`src/rtl/mean.sv`:
```
// mean -- block (decimating) averager.
//   Accumulates N consecutive accepted samples and emits their floor mean as a
//   single output sample, so the output rate is the input rate divided by N.
//   Samples are treated as two's-complement when SIG=1 and as unsigned when
//   SIG=0.
// Parameters:
//   WIDTH        sample width
//   DEPTH_WIDTH  accumulator width, at least WIDTH + $clog2(N)
//   N            samples per average (power of two, >= 1)
//   SIG          1: signed samples, 0: unsigned samples
// Ports:
//   clk     rising-edge clock
//   rstn    asynchronous active-low reset
//   i_vld   input sample valid (always accepted)
//   i_data  input sample
//   o_vld   one-cycle pulse marking a new mean on o_data
//   o_data  latest mean, held until the next block completes
module mean #(
  parameter int WIDTH       = 32,
  parameter int DEPTH_WIDTH = 33,
  parameter int N           = 2,
  parameter int SIG         = 1
) (
  input  logic             clk,
  input  logic             rstn,
  input  logic             i_vld,
  input  logic [WIDTH-1:0] i_data,
  output logic             o_vld,
  output logic [WIDTH-1:0] o_data
);

  localparam int SHIFT = $clog2(N);
  localparam int CW    = (SHIFT < 1) ? 1 : SHIFT;

  if (N < 1 || (N & (N - 1)) != 0) begin : g_bad_n
    $error("mean: N must be a power of two >= 1");
  end
  if (DEPTH_WIDTH < WIDTH + SHIFT) begin : g_bad_depth
    $error("mean: DEPTH_WIDTH must be >= WIDTH + $clog2(N)");
  end

  logic [DEPTH_WIDTH-1:0] acc_q, acc_d;
  logic [CW-1:0]          cnt_q, cnt_d;
  logic                   o_vld_q, o_vld_d;
  logic [WIDTH-1:0]       o_data_q, o_data_d;

  logic [DEPTH_WIDTH-1:0] ext_data;
  logic [DEPTH_WIDTH-1:0] sum;

  always_comb begin
    if (SIG != 0) begin
      ext_data = DEPTH_WIDTH'($signed(i_data));
    end else begin
      ext_data = DEPTH_WIDTH'(i_data);
    end
    sum = acc_q + ext_data;

    acc_d    = acc_q;
    cnt_d    = cnt_q;
    o_vld_d  = 1'b0;
    o_data_d = o_data_q;

    if (i_vld) begin
      if (cnt_q == CW'(N - 1)) begin
        // Block complete: publish the mean and restart from an empty sum so the
        // next accepted sample is the first of a fresh block.
        if (SIG != 0) begin
          o_data_d = WIDTH'($signed(sum) >>> SHIFT);
        end else begin
          o_data_d = WIDTH'(sum >> SHIFT);
        end
        o_vld_d = 1'b1;
        acc_d   = '0;
        cnt_d   = '0;
      end else begin
        acc_d = sum;
        cnt_d = cnt_q + 1'b1;
      end
    end
  end

  always_ff @(posedge clk or negedge rstn) begin
    if (!rstn) begin
      acc_q    <= '0;
      cnt_q    <= '0;
      o_vld_q  <= 1'b0;
      o_data_q <= '0;
    end else begin
      acc_q    <= acc_d;
      cnt_q    <= cnt_d;
      o_vld_q  <= o_vld_d;
      o_data_q <= o_data_d;
    end
  end

  assign o_vld  = o_vld_q;
  assign o_data = o_data_q;

endmodule

```
`config.mk`:
```
export PLATFORM = sky130hd
export DESIGN_NAME = mean
export DESIGN_NICKNAME = d
export VERILOG_FILES = /design/src/rtl/mean.sv
export SDC_FILE = /design/constraint.sdc
export NUM_CORES = 1
export LEC_CHECK = 0
export ABC_AREA = 1
export CAP_MARGIN = 10
export CORE_UTILIZATION = 58
export CTS_BUF_LIST = sky130_fd_sc_hd__clkbuf_4
export CTS_CLUSTER_SIZE = 10
export DETAILED_ROUTE_END_ITERATION = 8
export GPL_TIMING_DRIVEN = 0
export PLACE_DENSITY = 0.84
export SYNTH_ARGS = -nofsm -noshare
export SYNTH_HDL_FRONTEND = slang
export SYNTH_SLANG_ARGS = --single-unit
```
`constraint.sdc`:
```
create_clock -name clk -period 2.59 [get_ports clk]
set_input_delay 0.777 -clock clk [delete_from_list [all_inputs] [get_ports clk]]
set_output_delay 0.777 -clock clk [all_outputs]
set_load 0.01 [all_outputs]
```
==> metrics.yaml <==
first_pass_iters: 5
fin_skew_ps: 15.0
htreeDepth: 3
start_kind: "input port"
worst_pin_slew_ps: 845
synthCells: 782
syn_to_final_growth_pct: 19.9
yosysTopAreaCellShare: 0.337
grt_pass1_vias: 4621
ys_seq_elements: 67
clkTransAtPathRegs_ps: 110
p_total_mw: 6.60
synth_compound_area_frac: 0.0482
hold_ws_ps: 441
grt_max_degree: 68
core_area_mm2: 0.00826
cp.arrival_ps: 2870
synthXorXnorAreaFrac: 0.0294
track_usage: 0.322
power.leakage_nw: 3.47
synth_top_family_by_area: "simple AND/OR/NAND/NOR gates"
status: "complete, no violations"
ant_nets: 0
drv_cap: 0
worstSetupPathType: "in -> reg"
wl_um: 13700
finalNonFillerCells: 974
fp-row-count: 33
netlist_area_mm2: 0.00498
clock_path_buffers: 2
dp_slack_ps: -584
ys_types: 27
portBuffers: 67
pwr-share-clk: 0.106
synth_simple_gate_area_frac: 0.391
synthAdderAreaFrac: 0.0844
hold_path.class: "in -> async"
relSlewSlack: 0.437
ir_drop_mv: 0.581
synth_mux_area_frac: 0
ys.flop_type: "dfrtp_1"
post_drt_wl_per_cell_um: 14.1
post-route-period-util: 0.982
die_y_um: 94.7
seq_area_frac_synth: 0.337
async_reset_ff_frac: 1.00
gp_congestion: 0.992
synth.area.top_cells: "dfrtp_1 (34%), nand2_1 (26%), inv_1 (9.9%)"
worst_slack_ps: 46.6
dp_cells: 954
cts_tree: "built"
synth_area_leader_cell: "dfrtp_1"
max_freq_ghz: 0.393
syn_nets: 850
seq_power_share: 0.270
grt_pass1_wl_um: 21800
vias: 5058
ios: 68
synth_edf_count: 0
setup_viol: 0
antenna_found_initial: 0
crit_path_end_kind: "flop"
synth.avg_cell_area_um2: 6.37
cts_buffers: 9
cts.sinks: 67
p_int_mw: 3.44
drive_gt1_frac: 0.0621
tns_ps: 0
diodes: 0
fp.dieW_um: 94.7
grt_overflow: 0
finalHoldViolations: 0
slew_violations: 0
swShare: 0.478
cellPowerDensity_mw_per_mm2: 1100
drtIter0Drc: 328
via_per_inst: 5.19
ctsHoldBuffers: 0
fin_crit_ps: 2540
dieArea_mm2: 0.00896
insertion_delay_ps: 430
crit_required_ps: 2910
nets: 932
ys_warn_count: 0
drc_errors: 0
comb_power_share: 0.624
switching_power_mw: 3.16
cts_root_buf: "clkbuf_4"
crit_fanout: 3
dp_hpwl_um: 10900
start_util: 0.603
-- layout make-up --
class,instances,area [um^2]
Clock inverter,5,53.8
Inverter,133,499
Buffer,12,50.0
Timing Repair Buffer,71,698
Tap cell,105,131
Sequential cell,67,1680
Fill cell,714,2290
Clock buffer,11,82.6
Multi-Input combinational cell,570,2780
-- through the flow --
stage / cell area (um^2) / util
2_1_floorplan: 4980 / -
3_3_place_gp: 5780 / 0.700
3_5_place_dp: 5780 / 0.700
4_1_cts: 5940 / 0.719
5_1_grt: 5970 / 0.723
6_report: 5970 / 0.723
-- kinds of logic after synthesis --
family,Yosys count
simple gates,477
buf+inv,145
flops,67
compound gates,45
fa+ha+maj,33
xor+xnor,15
-- placed cells by master (no fill, tap or decap), types with 3 or more instances in the layout --
cell,n
clkdlybuf4s50_1,66
xor2_1,4
buf_2,4
nor3_1,4
buf_4,5
clkbuf_4,11
inv_1,130
nand2_1,349
xnor2_1,9
o21bai_1,3
o21ai_0,17
a21oi_1,19
inv_2,3
nand3b_1,4
dfrtp_1,67
nand2_2,15
nand3_1,54
clkbuf_1,8
ha_1,31
nand3_2,3
nor2_1,42
-- critical path, cell delays in order --
cell and delay (ps):
clkdlybuf4s50_1 480, ha_2 190, inv_1 60, fa_2 350, inv_2 90, nand2_2 70
nand2_1 80, nand3_1 120, nand2_2 120, nand2_2 70, nand2_4 90, nand2_2 80
nand2_1 70, nand2_1 80, nand3_2 80, nand2_1 60
-- power groups by stage --
stage	clock [mW]	combinational [mW]	sequential (mW)
after global routing	0.745	4.58	1.84
after floorplan	0	2.60	1.87
after global placement	0	3.88	1.77
after detailed placement	0	3.98	1.81
after CTS	0.707	4.03	1.79
final	0.699	4.12	1.78
-- synthesized netlist by cell type, types with 2 or more instances --
| library cell | count |
|---|---|
| nand2_1 | 351 |
| nand3b_1 | 4 |
| clkbuf_1 | 8 |
| dfrtp_1 | 67 |
| nand4_1 | 2 |
| inv_1 | 131 |
| buf_2 | 4 |
| xor2_2 | 2 |
| nand3_1 | 55 |
| o21ai_1 | 2 |
| xnor2_1 | 9 |
| o21bai_1 | 3 |
| nor3_1 | 4 |
| nand2_2 | 14 |
| o21ai_0 | 17 |
| inv_2 | 2 |
| xor2_1 | 4 |
| nor2_2 | 2 |
| a21oi_1 | 20 |
| nor2_1 | 42 |
| nand3_2 | 2 |
| ha_1 | 32 |
-- flip-flops by register name (all words and copies together) (netlist names) --
register / count
cnt_q: 1
o_data: 32
acc_q: 33
o_vld: 1
-- worst paths after layout --
| kind | startpoint | to | slack [ps] | cells after the start |
|---|---|---|---|---|
| worst max-delay path | i_data[0] | o_data[31]$_DFFE_PN0P_ | 50 | 16 |
| min in group clk | o_data[9]$_DFFE_PN0P_ | o_data[9]$_DFFE_PN0P_ | 490 | 2 |
| worst min register to register | o_data[9]$_DFFE_PN0P_ | o_data[9]$_DFFE_PN0P_ | 490 | 2 |
| worst min-delay path | rstn | o_data[9]$_DFFE_PN0P_ | 440 | 1 |
| max in group asynchronous | rstn | acc_q[24]$_DFFE_PN0P_ | 1590 | 1 |
| worst max register to register | acc_q[0]$_DFFE_PN0P_ | o_data[31]$_DFFE_PN0P_ | 500 | 15 |
-- metal layers --
| metal | vias up | share of wire | track usage |
|---|---|---|---|
| li1 | 2544 | - | - |
| met1 | 2322 | 0.47 | 0.460 |
| met2 | 171 | 0.44 | 0.499 |
| met3 | 21 | 0.072 | 0.0499 |
| met4 | 0 | 0.019 | 0.101 |
| met5 | - | 0 | 0 |
-- timing repair --
action                     4_1_cts  5_1_grt
pin swaps                        0        3
setup endpoints to repair       10       10
buffers inserted                 0        4
gates resized for setup          6        2
(Power assumes the default switching activity.)
